## src/rtl/v810_pkg.sv

```systemverilog
// v810 shared definitions.
// Used by the fetch path and its queue.
package v810_pkg;

   localparam int IFQ_DEPTH_DEFAULT = 4;

   typedef logic [31:2] ifq_addr_t;

endpackage

```

## src/rtl/v810_ifq_buf.sv

```systemverilog
// v810 prefetch queue storage.
// Circular word file, one write port, head and head+1 reads.
module v810_ifq_buf
   import v810_pkg::*;
#(
   parameter int DEPTH = IFQ_DEPTH_DEFAULT
)
(
   input  logic                       clk,
   input  logic                       we,
   input  logic [$clog2(DEPTH)-1:0]   wr_ptr,
   input  logic [31:0]                wr_data,
   input  logic [$clog2(DEPTH)-1:0]   rd_ptr,
   output logic [31:0]                rd0,
   output logic [31:0]                rd1
);

   localparam int PW = $clog2(DEPTH);

   logic [31:0]   mem [DEPTH];
   logic [PW-1:0] rd_nx;

   assign rd_nx = rd_ptr + PW'(1);
   assign rd0   = mem[rd_ptr];
   assign rd1   = mem[rd_nx];

   // Capture returned fetch words at the tail.
   always_ff @(posedge clk) begin
      if (we)
         mem[wr_ptr] <= wr_data;
   end

endmodule

```

## src/rtl/v810_ifq.sv

```systemverilog
// v810 instruction prefetch queue.
// Prefetches words from the MAU and serves halfword-aligned fetches.
module v810_ifq
   import v810_pkg::*;
#(
   parameter int DEPTH = IFQ_DEPTH_DEFAULT
)
(
   input  logic        CLK,
   input  logic        RESn,
   input  logic        CE,
   input  logic [31:0] IA,
   input  logic        IREQ,
   output logic [31:0] ID,
   output logic        IACK,
   output logic [31:0] MIA,
   output logic        MIREQ,
   input  logic [31:0] MID,
   input  logic        MIACK
);

   localparam int            PW   = $clog2(DEPTH);
   localparam int            CW   = PW + 1;
   localparam logic [CW-1:0] FULL = CW'(DEPTH);

   logic [PW-1:0] rd_ptr;
   logic [PW-1:0] wr_ptr;
   logic [CW-1:0] count;
   ifq_addr_t     head_a;
   ifq_addr_t     fetch_a;
   logic          pend;
   logic          discard;
   logic          hvalid;
   logic          iack_q;
   logic [31:0]   id_q;
   logic [31:0]   mia_q;

   logic [31:0]   word0;
   logic [31:0]   word1;

   ifq_addr_t     w;
   ifq_addr_t     head_nx;
   logic          look;
   logic          at_head;
   logic          at_next;
   logic          hit0;
   logic          hit1;
   logic          hitp;
   logic          hit;
   logic          pop;
   logic          flush;
   logic          ack_ok;
   logic          wr_en;
   logic [CW-1:0] count_n;
   ifq_addr_t     fetch_n;
   logic          hvalid_n;
   logic          issue;
   logic [31:0]   hit_data;

   logic          unused_ia0;

   assign unused_ia0 = IA[0];

   v810_ifq_buf #(
      .DEPTH (DEPTH)
   ) u_buf (
      .clk     (CLK),
      .we      (CE && wr_en),
      .wr_ptr  (wr_ptr),
      .wr_data (MID),
      .rd_ptr  (rd_ptr),
      .rd0     (word0),
      .rd1     (word1)
   );

   // Lookup decode, response accept and prefetch decision.
   always_comb begin
      w        = IA[31:2];
      head_nx  = head_a + 30'd1;
      look     = IREQ && !iack_q;
      at_head  = hvalid && (w == head_a);
      at_next  = hvalid && (w == head_nx);
      hit0     = look && at_head && !IA[1]
               && (count != '0);
      hit1     = look && at_head && IA[1]
               && (count >= CW'(2));
      pop      = look && at_next && (count != '0);
      // Popping into a full next word serves it at once.
      hitp     = pop && !IA[1] && (count >= CW'(2));
      hit      = hit0 || hit1 || hitp;
      flush    = look && !at_head && !pop;
      ack_ok   = pend && MIACK;
      wr_en    = ack_ok && !discard && !flush;
      hvalid_n = hvalid || flush;

      count_n  = count + CW'(wr_en) - CW'(pop);
      fetch_n  = wr_en ? fetch_a + 30'd1 : fetch_a;
      if (flush) begin
         count_n = '0;
         fetch_n = w;
      end

      issue    = hvalid_n && !pend && (count_n < FULL);

      unique case (1'b1)
         hit1:    hit_data = {word1[15:0], word0[31:16]};
         hitp:    hit_data = word1;
         default: hit_data = word0;
      endcase
   end

   // Queue, fetch and handshake state.
   always_ff @(posedge CLK) begin
      if (!RESn) begin
         rd_ptr  <= '0;
         wr_ptr  <= '0;
         count   <= '0;
         head_a  <= '0;
         fetch_a <= '0;
         pend    <= 1'b0;
         discard <= 1'b0;
         hvalid  <= 1'b0;
         iack_q  <= 1'b0;
         id_q    <= '0;
         mia_q   <= '0;
      end else if (CE) begin
         iack_q  <= hit;
         if (hit)
            id_q <= hit_data;
         count   <= count_n;
         fetch_a <= fetch_n;
         hvalid  <= hvalid_n;
         if (flush) begin
            head_a <= w;
            rd_ptr <= wr_ptr;
         end else if (pop) begin
            head_a <= head_nx;
            rd_ptr <= rd_ptr + PW'(1);
         end
         if (wr_en)
            wr_ptr <= wr_ptr + PW'(1);
         if (ack_ok)
            pend <= 1'b0;
         else if (issue)
            pend <= 1'b1;
         if (issue)
            mia_q <= {fetch_n, 2'b00};
         if (flush)
            discard <= pend && !MIACK;
         else if (ack_ok)
            discard <= 1'b0;
      end
   end

   assign ID    = id_q;
   assign IACK  = iack_q;
   assign MIA   = mia_q;
   assign MIREQ = pend;

endmodule

```

## config.mk

```make
export PLATFORM = sky130hd
export DESIGN_NAME = v810_ifq
export DESIGN_NICKNAME = d
export VERILOG_FILES = /design/src/rtl/v810_pkg.sv /design/src/rtl/v810_ifq_buf.sv /design/src/rtl/v810_ifq.sv
export SDC_FILE = /design/constraint.sdc
export NUM_CORES = 1
export LEC_CHECK = 0
export CORE_ASPECT_RATIO = 1.25
export CORE_MARGIN = 2
export CORE_UTILIZATION = 31
export CTS_CLUSTER_SIZE = 10
export DETAILED_ROUTE_END_ITERATION = 8
export PLACE_DENSITY = 0.56
export SYNTH_ARGS = -nofsm -noshare
export SYNTH_HDL_FRONTEND = slang
export SYNTH_SLANG_ARGS = --single-unit
```

## constraint.sdc

```tcl
create_clock -name CLK -period 5.9 [get_ports CLK]
set_input_delay 0.885 -clock CLK [delete_from_list [all_inputs] [get_ports CLK]]
set_output_delay 0.885 -clock CLK [all_outputs]
set_load 0.005 [all_outputs]
```

==> results.cfg <==
[status]
outcome = finished clean

[worst_setup_path]
cp_max_fo = 24
worstPathCellList = ha_1 > nand3_4 > nor4_2 > a41oi_1 > or4_1 > nor4_2 > nand3_1 > o21ai_4 > nand2_1 > ha_1 > inv_1 > ha_1 > inv_1 > fa_1 > xnor2_1 > nand2_1 > o21ai_0 > a21oi_2 > buf_12 > a211o_1
worst_r2r_path_depth = 20
cpLargestDelayFamily = simple AND/OR/NAND/NOR gates
crit_type = reg2reg
cp-end-kind = register
max_stage_delay_ns = 0.58
rrSetupSlack_ns = 0.48
slowest_stage = nor4_2
rr_startpoint = head_a[0]
required_ns = 6.36
reg2reg_to = MIA[28]
critPathArrivalTime_ns = 5.88
crit_path_frequent_cell = ha_1
cp-start-kind = register
crit_start = head_a[0]
critPathBufInv = 3

[synth]
synth.most_common_cell = nand2_1
synth_edf_count = 128
synth_area_leaders = edfxtp_1 26%, dfxtp_1 18%, mux4_2 9.8%
ys.flop_type = dfxtp_1
synth.distinct_cells = 75
syn_area_per_cell_um2 = 10.3
ys_seq_area_share_pct = 44.4
ys_async_sr_fraction_pct = 0
postSynthCellCount = 1429
yosys.area.top_type = edfxtp_1
synth_top_cell_area_share_pct = 26.0
yosys-top-cells-count = 171 x nand2_1, 135 x dfxtp_1, 128 x edfxtp_1, 96 x clkbuf_1, 73 x nand4_1
syn_area_um2 = 14800
synth_seq_cells = 263
ys_warn_count = 0

[pwr]
vdd_drop_max_v = 0.000224
powerDensity_nw_per_um2 = 241
power_leakage_nw = 5.74
comb_power_share_pct = 10.5
p_switching_mw = 1.06
cellInternalPower_mw = 3.21
swShare_pct = 24.8
pwr-share-clk_pct = 42.4
power_mw = 4.26
power_frac_seq_pct = 47.1

[run]
cap_violations = 0

[drt]
drt_pass1_iterations = 5
routed.top_layer = met5
drt_iter0_markers = 836
drc = 0
num_vias = 12400
drtAntennaViolNets = 0
vias_per_cell = 5.73
dr_wl_met3_um = 2840
wl_met2_um = 24600
drt-met1-wl_um = 19600
routedWlPerCell_um = 22.4
routed_wl_um = 48500

[clock_tree]
cts_made_buffers = 31
cts_htree_levels = 1
post_cts_buffers = 0
ctsResizeCount = 0
root_buffer = clkbuf_16
clock_latency_ns = 0.59
cts_max_path_buffers = 3
cts_tree = done
path_clk_slew_ns = 0.06
cts.sink_count = 263
postCtsHoldBufs = 0

[timing]
rsz0062_at_grt = no
min_period_ns = 5.42
clock_skew_ns = 0.0213
finalCritPeriodShare_pct = 91.9
finalSetupViolCount = 0
fmax_ghz = 0.184
worst_slack_ns = 0.478
hold_violations = 0
slew_headroom_pct = 33.9
finalSetupTns_ns = 0
drv_slew = 0
tightest_slew_ns = 0.992

[floorplanning]
core_area_um2 = 47100
fp.dieArea_um2 = 49400
die_width_um = 199
start_util_pct = 31.3
num_rows = 89
fp.dieH_um = 248
ios = 135

[layout]
fin_util_pct = 37.6
n_antenna_cell = 0
drive_gt1_share_pct = 12.7
fin_area_um2 = 17700
area_delta_synth_final_pct = 19.9
fin_nets = 1586

[place]
port_buffers = 131
gp_congestion = 0.899
place_area_um2 = 16800
pre_cts_slack_ns = 0.132
hpwlAfterDp_um = 32400

[grt]
overflow = 0
grt_max_degree = 84
track_usage_pct = 19.6
antenna_found_initial = 3
grt_pass1_wl_um = 74400
grt_pass1_vias = 12300

[worst_hold_path]
hold_path.class = reg2reg
hold_end = MIA[19]
whs_path_depth = 1
worstHoldStart = MIA[19]
kinds of logic (layout without fill, tap and decap cells):
group / Yosys count / in the layout / synth area share, %
and+or+nand+nor: 578 / 578 / 21.1
AOI/OAI and AO/OA: 276 / 276 / 14.4
DFF: 263 / 263 / 44.4
buffers and inverters: 155 / 255 / 4.43
xor gates and xnor gates: 73 / 73 / 4.33
muxes: 72 / 72 / 10.3
adders and majority gates: 11 / 11 / 0.967
other: 1 / 2 / 0.0254
layout by cell type, fill, tap and decap left out, types with 39 or more instances in the layout:
cell type and instances:
edfxtp_1 128, buf_4 43, clkdlybuf4s50_1 129, dfxtp_1 133, nand4_1 73, nand2_1 171, nor3_1 39, and3_1 57
xnor2_1 56, nor2_1 43, nand3_1 57, mux4_2 64
state kept, by name, indices dropped and copies added (netlist names), named ones only:
signal	cells
ID	32
hvalid	1
fetch_a	30
rd_ptr	2
u_buf.mem	128
wr_ptr	2
MIREQ	1
count	3
IACK	1
discard	1
head_a	30
MIA	30
area by class of cell:
type / instances / area [um^2]
inverters: 19 / 71.3
clock inverters: 1 / 20.0
clock buffers: 55 / 926
well taps: 637 / 797
flip-flops and latches: 263 / 6550
repair buffers: 180 / 1740
fillers: 4725 / 29400
multi-input cells: 1012 / 7590
how the worst max path moves through the flow:
stage | cells past startpoint | slack, ns | to
floorplan | 22 | 0.80 | MIA[4]
global placement | 20 | 0.14 | MIA[26]
detailed placement | 20 | 0.13 | MIA[28]
CTS | 20 | 0.45 | MIA[28]
global route | 20 | 0.09 | MIA[21]
finish | 20 | 0.48 | MIA[28]
per-layer routing:
layer	track usage [%]	up-vias
li1	-	5721
met1	23.9	6246
met2	34.7	367
met3	3.41	85
met4	6.43	6
met5	0	-
power by group through the flow:
stage               Combinational (mW)  Sequential, mW  Clock [mW]
floorplan                        0.282            2.02           0
global placement                 0.444            2.05           0
detailed placement               0.448            2.05           0
CTS                              0.451            2.01        1.86
global route                     0.483            2.02        1.92
finish                           0.447            2.01        1.81
through the flow:
step                      cells  hold WS [ns]
final                      2167         0.458
after global placement     2111         0.444
after CTS                  2167         0.462
after floorplan            1430         0.461
after detailed placement   2111         0.449
after global routing       2167         0.471
Note: power is estimated with default switching activity, not from simulation.
